[src/rtl/id_pkg.sv]
// Shared decode definitions for the ID stage: opcodes, control-bit positions and the control word type.
package id_pkg;

    localparam logic [5:0] OP_RTYPE = 6'b000000;
    localparam logic [5:0] OP_LW    = 6'b100011;
    localparam logic [5:0] OP_SW    = 6'b101011;
    localparam logic [5:0] OP_ADDI  = 6'b001000;
    localparam logic [5:0] OP_ORI   = 6'b001101;

    localparam int CTRL_REGWRITE  = 0;
    localparam int CTRL_MEMWRITE  = 1;
    localparam int CTRL_MEMREAD   = 2;
    localparam int CTRL_SRCB_LSB  = 3;
    localparam int CTRL_ALUOP_LSB = 5;
    localparam int CTRL_REGDST    = 7;

    typedef struct packed {
        logic       reg_dst;
        logic [1:0] alu_op;
        logic [1:0] alu_src_b;
        logic       mem_read;
        logic       mem_write;
        logic       reg_write;
    } ctrl_t;

    localparam ctrl_t CTRL_NOP = '0;

    // Unknown opcodes decode to the all-zero NOP control word.
    function automatic ctrl_t decode_ctrl(input logic [5:0] op);
        logic [7:0] c;
        c = CTRL_NOP;
        case (op)
            OP_RTYPE: begin
                c[CTRL_REGDST]          = 1'b1;
                c[CTRL_ALUOP_LSB +: 2]  = 2'b10;
                c[CTRL_REGWRITE]        = 1'b1;
            end
            OP_LW: begin
                c[CTRL_SRCB_LSB +: 2]   = 2'b01;
                c[CTRL_MEMREAD]         = 1'b1;
                c[CTRL_REGWRITE]        = 1'b1;
            end
            OP_SW: begin
                c[CTRL_SRCB_LSB +: 2]   = 2'b01;
                c[CTRL_MEMWRITE]        = 1'b1;
            end
            OP_ADDI: begin
                c[CTRL_SRCB_LSB +: 2]   = 2'b01;
                c[CTRL_REGWRITE]        = 1'b1;
            end
            OP_ORI: begin
                c[CTRL_ALUOP_LSB +: 2]  = 2'b11;
                c[CTRL_SRCB_LSB +: 2]   = 2'b10;
                c[CTRL_REGWRITE]        = 1'b1;
            end
            default: c = CTRL_NOP;
        endcase
        return ctrl_t'(c);
    endfunction

endpackage

[src/rtl/id_regfile.sv]
// Two-read, one-write register file; r0 and indices >= NREG read zero.
// WB_BYPASS_EN: a same-cycle writeback to the read index is forwarded to the read port.
module id_regfile #(
    parameter int XLEN = 32,
    parameter int NREG = 32
) (
    input  logic            clk,
    input  logic            rst_n,
    input  logic            we_i,
    input  logic [4:0]      wa_i,
    input  logic [XLEN-1:0] wd_i,
    input  logic [4:0]      ra0_i,
    input  logic [4:0]      ra1_i,
    output logic [XLEN-1:0] rd0_o,
    output logic [XLEN-1:0] rd1_o
);

    logic [XLEN-1:0] regs [32];

    for (genvar gi = 0; gi < 32; gi++) begin : g_reg
        if (gi == 0 || gi >= NREG) begin : g_zero
            assign regs[gi] = '0;
        end else begin : g_flop
            logic [XLEN-1:0] r_q;
            always_ff @(posedge clk or negedge rst_n) begin
                if (!rst_n) begin
                    r_q <= '0;
                end else if (we_i && wa_i == 5'(gi)) begin
                    r_q <= wd_i;
                end
            end
            assign regs[gi] = r_q;
        end
    end

`ifdef WB_BYPASS_EN
    assign rd0_o = (we_i && wa_i != 5'd0 && wa_i == ra0_i) ? wd_i : regs[ra0_i];
    assign rd1_o = (we_i && wa_i != 5'd0 && wa_i == ra1_i) ? wd_i : regs[ra1_i];
`else
    assign rd0_o = regs[ra0_i];
    assign rd1_o = regs[ra1_i];
`endif

endmodule

[src/rtl/id_stage_pipe.sv]
// Decode stage with load-use hazard detection and its own ID/EX register.
// Build option WB_BYPASS_EN enables writeback-to-read forwarding inside id_regfile.
module id_stage_pipe
    import id_pkg::*;
#(
    parameter int XLEN  = 32,
    parameter int NREG  = 32,
    parameter int CNT_W = 16
) (
    input  logic             clk,
    input  logic             rst_n,
    input  logic             id_valid,
    input  logic [31:0]      id_instr,
    input  logic             ex_stall,
    input  logic             flush,
    input  logic             wb_we,
    input  logic [4:0]       wb_rd,
    input  logic [XLEN-1:0]  wb_data,
    output logic             id_stall,
    output logic             ex_valid,
    output logic [7:0]       ex_ctrl,
    output logic [XLEN-1:0]  ex_a,
    output logic [XLEN-1:0]  ex_b,
    output logic [XLEN-1:0]  ex_imm,
    output logic [4:0]       ex_rs,
    output logic [4:0]       ex_rt,
    output logic [4:0]       ex_dst,
    output logic [31:0]      ex_instr,
    output logic [CNT_W-1:0] bubble_cnt
);

    typedef struct packed {
        logic            valid;
        ctrl_t           ctrl;
        logic [XLEN-1:0] a;
        logic [XLEN-1:0] b;
        logic [XLEN-1:0] imm;
        logic [4:0]      rs;
        logic [4:0]      rt;
        logic [4:0]      dst;
        logic [31:0]     instr;
    } idex_t;

    idex_t            idex_q, idex_d;
    logic [CNT_W-1:0] cnt_q, cnt_d;

    logic [5:0]      opcode;
    logic [4:0]      rs, rt, rd;
    ctrl_t           dec_ctrl;
    logic [XLEN-1:0] imm_ext;
    logic [XLEN-1:0] rs_val, rt_val;
    logic            hazard;

    assign opcode   = id_instr[31:26];
    assign rs       = id_instr[25:21];
    assign rt       = id_instr[20:16];
    assign rd       = id_instr[15:11];
    assign dec_ctrl = decode_ctrl(opcode);
    assign imm_ext  = (opcode == OP_ORI) ? {{(XLEN-16){1'b0}}, id_instr[15:0]}
                                         : {{(XLEN-16){id_instr[15]}}, id_instr[15:0]};

    id_regfile #(.XLEN(XLEN), .NREG(NREG)) u_regfile (
        .clk   (clk),
        .rst_n (rst_n),
        .we_i  (wb_we),
        .wa_i  (wb_rd),
        .wd_i  (wb_data),
        .ra0_i (rs),
        .ra1_i (rt),
        .rd0_o (rs_val),
        .rd1_o (rt_val)
    );

    // rt only counts as a source for R-type and store; I-type ALU ops write rt.
    assign hazard = idex_q.valid && idex_q.ctrl.mem_read && idex_q.dst != 5'd0 && id_valid &&
                    (idex_q.dst == rs ||
                     (idex_q.dst == rt && (opcode == OP_RTYPE || opcode == OP_SW)));
    assign id_stall = hazard || ex_stall;

    always_comb begin
        idex_d = idex_q;
        cnt_d  = cnt_q;
        if (flush) begin
            idex_d = '0;
        end else if (ex_stall) begin
            idex_d = idex_q;
        end else if (hazard) begin
            idex_d = '0;
            if (cnt_q != '1) cnt_d = cnt_q + 1'b1;
        end else begin
            idex_d.valid = id_valid;
            idex_d.ctrl  = id_valid ? dec_ctrl : CTRL_NOP;
            idex_d.a     = rs_val;
            idex_d.b     = rt_val;
            idex_d.imm   = imm_ext;
            idex_d.rs    = rs;
            idex_d.rt    = rt;
            idex_d.dst   = dec_ctrl.reg_dst ? rd : rt;
            idex_d.instr = id_instr;
        end
    end

    always_ff @(posedge clk or negedge rst_n) begin
        if (!rst_n) begin
            idex_q <= '0;
            cnt_q  <= '0;
        end else begin
            idex_q <= idex_d;
            cnt_q  <= cnt_d;
        end
    end

    assign ex_valid   = idex_q.valid;
    assign ex_ctrl    = idex_q.ctrl;
    assign ex_a       = idex_q.a;
    assign ex_b       = idex_q.b;
    assign ex_imm     = idex_q.imm;
    assign ex_rs      = idex_q.rs;
    assign ex_rt      = idex_q.rt;
    assign ex_dst     = idex_q.dst;
    assign ex_instr   = idex_q.instr;
    assign bubble_cnt = cnt_q;

endmodule

[config.mk]
export PLATFORM = sky130hd
export DESIGN_NAME = id_stage_pipe
export DESIGN_NICKNAME = d
export VERILOG_FILES = /design/src/rtl/id_pkg.sv /design/src/rtl/id_regfile.sv /design/src/rtl/id_stage_pipe.sv
export SDC_FILE = /design/constraint.sdc
export NUM_CORES = 2
export LEC_CHECK = 0
export ABC_CLOCK_PERIOD_IN_PS = 2680
export BUFFER_PORTS_ARGS = -buffer_cell sky130_fd_sc_hd__buf_2
export CORE_MARGIN = 3
export CORE_UTILIZATION = 60
export CTS_CLUSTER_DIAMETER = 50
export CTS_CLUSTER_SIZE = 8
export DETAILED_ROUTE_END_ITERATION = 7
export PLACE_DENSITY = 0.76
export SLEW_MARGIN = 10
export SYNTH_ARGS = -nofsm -noshare
export SYNTH_HDL_FRONTEND = slang
export SYNTH_SLANG_ARGS = --single-unit
[constraint.sdc]
create_clock -name clk -period 2.68 [get_ports clk]
set_input_delay 0.268 -clock clk [delete_from_list [all_inputs] [get_ports clk]]
set_output_delay 0.268 -clock clk [all_outputs]
set_load 0.02 [all_outputs]
# Yosys cells after proc, flatten, opt, wreduce, memory -nomap -nowiden
# Index checks and enable logic that the tools add are counted.
[totals]
output_inout_bits = 169
mem_bits_ro = 0
word_cells = 154
ramBits = 0
input_bits = 75
latchBits = 0
reg_bits = 1160
mem_count = 0
[classes]
bitwise_logic = 4
magnitude_cmp = 2
n_eq_ne = 39
n_mul = 0
mux = 18
n_addsub = 1
shifts = 0
n_div = 0
n_reduce_logical = 44
[op_table]
columns = ["operator", "count"]
rows = [
  ["152-bit 2-to-1 mux", 3],
  ["32-bit binary-select mux with 5-bit select", 2],
  ["32-bit 2-to-1 mux", 5],
  ["5-bit equality test, second input constant", 16],
  ["5-bit by 4-bit equality test with 1-bit output, second input constant", 8],
  ["1-bit logical AND", 36],
  ["5-bit by 3-bit equality test with 1-bit output, second input constant", 4],
  ["16-bit by 1-bit adder with 16-bit output, second input constant", 1],
  ["16-bit inequality test, second input constant", 1],
  ["6-bit by 4-bit equality test with 1-bit output, second input constant", 2],
  ["6-bit equality test, second input constant", 2],
  ["6-bit >= comparator, second input constant", 2],
  ["5-bit NOT with 6-bit output", 2],
  ["5-bit by 2-bit equality test with 1-bit output, second input constant", 2],
  ["5-bit equality test", 2],
  ["8-bit 2-to-1 mux", 1],
  ["2-bit one-hot mux with 2 select lines", 2],
  ["6-bit zero test", 1],
  ["5-bit by 1-bit equality test with 1-bit output, second input constant", 1],
  ["5-bit 2-to-1 mux", 1],
  ["5-bit nonzero test", 1],
  ["1-bit 2-to-1 mux", 4],
  ["4-bit AND reduction", 1],
  ["4-bit OR reduction", 1],
  ["other kinds (4)", 7],
]

# Logic depth before layout (Yosys ltp)
[logic_depth]
depth_word = 8
ltp_mapped = 10
mapped_depth_nobuf = 6

# Hierarchy
# A second synthesis with hierarchy kept.
[unflattened]
cells_unflattened = 4063
hier_area_um2 = 58603.7
[modules_own_cells]
columns = ["mod", "seq_area_each_um2", "cells_per_inst", "instances", "area_per_inst_um2"]
rows = [
  ["id_regfile", 24823.8, 3639, 1, 53226.0],
  ["id_stage_pipe", 3178.0, 424, 1, 5377.7],
]

# Worst setup path after synthesis
# Ideal clock, no wire load.
[synth_timing]
kind = "reg-to-reg"
startpoint = "register cnt_q[2], in the netlist bubble_cnt[2]"
endpoint = "register cnt_q[1], in the netlist bubble_cnt[1]"
t_required_ps = 2555
path_buffers = 2
arrival_time_ps = 1911
setup_slack_ps = 644
stages_incl_launch_ff = 8
setup_time_ps = 125
synth_period_minus_slack_ps = 2036
path_cell_list = "dfrtp_1 > and4_1 > and2_1 > clkbuf_1 > nand4_1 > o2111ai_1 > buf_2 > mux2_2"
[synth_via]
elab_chain_len = 2
[synth_lines]
columns = ["element", "line_no", "rtl"]
rows = [
  ["start, declared", "id_stage_pipe.sv:45", "logic [CNT_W-1:0] cnt_q, cnt_d;"],
  ["start signal, assigned", "id_stage_pipe.sv:109", "cnt_q <= cnt_d;"],
  ["16-bit inequality test", "id_stage_pipe.sv:89", "if (cnt_q != '1) cnt_d = cnt_q + 1'b1;"],
  ["4-bit AND reduction (no source line)", "n/a", ""],
]
# No other way between the ends.
# A chain may end at the register's enable or synchronous reset.

# Final worst setup path
[layout_timing]
startpoint = "register idex_q (netlist bit ex_dst[3])"
endpoint = "output port id_stall"
[layout_via]
elab_chain_len = 5
elab_cells_between_ends = 9
classes_between = "eq/ne (2); reduce/logical (7)"
[layout_lines]
columns = ["element", "line_no", "rtl"]
rows = [
  ["start, declared", "id_stage_pipe.sv:44", "idex_t idex_q, idex_d;"],
  ["start signal, assigned", "id_stage_pipe.sv:108", "idex_q <= idex_d;"],
  ["5-bit equality test or 5-bit nonzero test (tied branches)", "id_stage_pipe.sv:77, id_stage_pipe.sv:75", ""],
  ["1-bit logical AND (on tied branches)", "id_stage_pipe.sv:77, id_stage_pipe.sv:75", ""],
  ["1-bit logical OR or 1-bit logical AND (tied branches)", "id_stage_pipe.sv:76, id_stage_pipe.sv:75", ""],
  ["1-bit logical AND *", "id_stage_pipe.sv:75", "assign hazard = idex_q.valid && idex_q.ctrl.mem_read && idex_q.dst != 5'd0 && id_valid &&"],
  ["1-bit logical OR *", "id_stage_pipe.sv:78", "assign id_stall = hazard || ex_stall;"],
  ["end, declared", "id_stage_pipe.sv:19", "output logic id_stall,"],
]
# Mark *: on every way between the ends. The rest lies on a longest branch, timed or not.

==> reports/qor.json <==
{
  "yosys_most_used_dff": "sky130_fd_sc_hd__dfrtp_1",
  "die_width_microns": 316,
  "dp_hpwl_microns": 114000,
  "synth.avg_cell_area_sq_um": 14.6,
  "comb_power_share": 0.187,
  "maxCapViolations": 0,
  "p_int_w": 0.0362,
  "finalCritPeriodShare": 0.999,
  "cp-start-kind": "flop",
  "timing.critical_path.slowest_cell_delay_ns": 0.48,
  "post-route-drc-count": 0,
  "final-instance-count-excl-fill": 5526,
  "routed-via-count": 40900,
  "ctsHtreeMaxLevel": 4,
  "leakagePower_nw": 29.3,
  "worstSkewPairLatency_ns": 0.77,
  "p_switching_w": 0.0135,
  "post_synth_edffs": 0,
  "drt-pass1-iter-count": 5,
  "drt-initial-drc-count": 5627,
  "floorplan.die_area_sq_mm": 0.100,
  "switching_share": 0.271,
  "min-delay-path-class": "input pin to async pin",
  "tightestPinTransition_ns": 0.973,
  "layout.filler_cells": 6349,
  "maxSlewHeadroom": 0.352,
  "netlist_instances": 3967,
  "worstPathRequired_ns": 2.41,
  "timing_max_transition_violations_final": 0,
  "slowest_stage": "sky130_fd_sc_hd__dfrtp_2",
  "numClockSinks": 1119,
  "critical_path_class": "flop to primary output",
  "timing_hold_violations_final": 0,
  "fin_total_pwr_w": 0.0497,
  "core_area_sq_mm": 0.0953,
  "initial_antenna_violation_count": 9,
  "drt_wl_total_microns": 190000,
  "mostFrequentLayoutCells": "sky130_fd_sc_hd__dfrtp_1, sky130_fd_sc_hd__mux2_2, sky130_fd_sc_hd__mux4_2",
  "run_status": "completed",
  "worst_path_dominant_cell_family": "simple AND/OR/NAND/NOR gates",
  "cp_num_buf_inv": 2,
  "initial_core_util": 0.606,
  "syn-num-nets": 4043,
  "vias_per_cell": 7.40,
  "grt_max_degree": 89,
  "die_h_microns": 316,
  "numPlacedInstances": 5302,
  "cts.clk_slew.worst_paths_ns": 0.05,
  "vias_in_the_first_global_route": 40900,
  "finalSetupViolCount": 0,
  "top_level_ports": 244,
  "cts.root.buffer_cell": "sky130_fd_sc_hd__clkbuf_16",
  "globalRouteOverflowTotal": 0,
  "yosysWarningCount": 0,
  "layout.cells.most_common": "sky130_fd_sc_hd__dfrtp_1",
  "seq_power_share": 0.451,
  "power_density_mw_per_mm2": 752,
  "postPlaceCellArea_sq_mm": 0.0615,
  "synth.cell_area_sq_mm": 0.0578,
  "worst_setup_path_end_kind": "primary output",
  "detail-route-antenna-nets": 0,
  "drive_above_1_share": 0.517,
  "cts-root-to-sink-buffers": 3,
  "grt.total_usage": 0.382,
  "nNetsFinal": 4308,
  "placementRows": 113,
  "post-route-cell-area_sq_mm": 0.0661,
  "clock_power_share": 0.362,
  "portBuffers": 243,
  "crit_chain": "xnor2_1, nand3_1, nor3_2, o21ai_1, buf_4, nand2b_1, buf_2",
  "post_synth_num_cell_types": 52,
  "routed_wire_length_per_instance_microns": 34.4,
  "area.growth.synth_to_final_pct": 14.4,
  "finClkSkew_ns": 0.0323,
  "gp_routability_congestion": 0.898,
  "tritoncts": "done",
  "fin_crit_period_ns": 2.68,
  "ir_drop_mv": 0.649,
  "async_reset_ff_frac": 1.00,
  "hold_ws_ns": 0.0406,
  "cts_made_buffers": 159,
  "seq_total_area_yosys": 0.485,
  "grt_pass1_wl_microns": 278000,
  "critPathMaxFanout": 5,
  "cp.arrival_ns": 2.41,
  "timing.fmax_ghz": 0.374,
  "synth_register_bits": 1119
}
cells in the mapped netlist, types with 63 or more instances:
| cell type | instances | area (sq um) |
|---|---|---|
| sky130_fd_sc_hd__a221oi_1 | 79 | 692 |
| sky130_fd_sc_hd__a22o_1 | 65 | 569 |
| sky130_fd_sc_hd__buf_2 | 130 | 651 |
| sky130_fd_sc_hd__buf_4 | 68 | 510 |
| sky130_fd_sc_hd__clkbuf_1 | 169 | 634 |
| sky130_fd_sc_hd__dfrtp_1 | 1119 | 28000 |
| sky130_fd_sc_hd__mux2_2 | 1043 | 11700 |
| sky130_fd_sc_hd__mux2i_1 | 73 | 731 |
| sky130_fd_sc_hd__mux4_2 | 410 | 9230 |
| sky130_fd_sc_hd__nand2_1 | 74 | 278 |
| sky130_fd_sc_hd__nor2_1 | 66 | 248 |
| sky130_fd_sc_hd__nor2b_1 | 63 | 394 |
| sky130_fd_sc_hd__nor3_1 | 67 | 335 |
| sky130_fd_sc_hd__o22ai_1 | 77 | 482 |
cell type report:
type	instances	area (sq um)	area share
flip-flops and latches	1119	28000	0.424
multi-input cells	2393	27600	0.418
repair buffers	557	4610	0.0697
clock buffers	173	4120	0.0624
well taps	1265	1580	0.0239
clock inverters	11	164	0.00248
diodes	6	15.0	0.000227
inverters	2	7.51	0.000114
layer usage:
metal  global-route usage  vias up  share of wire
li1                     -    15800              -
met1                0.522    21500           0.37
met2                0.558     2888           0.45
met3                0.123      666           0.13
met4                0.189        6          0.054
met5                    0        -        0.00019
state kept, by name, summed over array words and instances, names as in the netlist, 5 cells and up:
| signal | cells |
|---|---|
| ex_instr | 8 |
| u_regfile.g.g_flop.r_q | 992 |
| ex_dst | 5 |
| ex_ctrl | 8 |
| ex_a | 32 |
| ex_b | 32 |
| bubble_cnt | 16 |
| ex_imm | 17 |
final timing paths:
check,to,cells past startpoint,startpoint,slack [ns]
max,id_stall,7,ex_dst[3],0.003
min,ex_b[4],2,rst_n,0.04
max reg2reg,ex_imm[13],7,ex_dst[3],0.06
min reg2reg,bubble_cnt[6],1,bubble_cnt[6],0.48
max in group asynchronous,u_regfile.g_reg[17].g_flop.r_q[16],3,rst_n,1.55
min in group clk,ex_rs[0],2,id_instr[21],0.06
power by group through the flow:
stage	registers, W	logic [W]	clock network (W)
final	0.0224	0.00931	0.0180
after global routing	0.0227	0.00988	0.0189
after CTS	0.0222	0.00925	0.0181
after detailed placement	0.0225	0.00914	0
after global placement	0.0222	0.00887	0
after floorplan	0.0218	0.00683	0
worst reg2reg max path, delay by kind of cell, from the launching register on:
kind	cells	cell delay, ns
AO/OA/AOI/OAI	2	0.46
XOR/XNOR	1	0.20
buffers and inverters	1	0.56
flip-flops	1	0.48
AND/OR/NAND/NOR	3	0.80
stage by stage:
stage	TNS [ns]	worst slack, ns	util
final	0	0.00277	0.694
after global routing	-0.0794	-0.0626	0.694
after CTS	0	0.00426	0.694
after detailed placement	-0.0923	-0.0923	0.645
after global placement	-0.00620	-0.00620	0.645
after floorplan	0	0.644	-
timing repair:
action	in CTS	in global routing
hold buffers	34	0
resized for setup	0	4
endpoints found under the hold margin	432	0
setup buffers	0	0
endpoints found under the setup margin	0	2
kinds of logic (layout without fill, tap and decap cells):
group | after synthesis | count (layout) | synth area share
other | 0 | 6 | 0
and+or+nand+nor | 411 | 411 | 0.0368
adders and majority gates | 1 | 1 | 0.000217
buffers and inverters | 455 | 743 | 0.0407
xor gates and xnor gates | 24 | 24 | 0.00364
muxes | 1536 | 1536 | 0.378
AOI/OAI and AO/OA | 421 | 421 | 0.0564
DFF | 1119 | 1119 | 0.485
No activity file was read; power rests on OpenSTA's default activity.
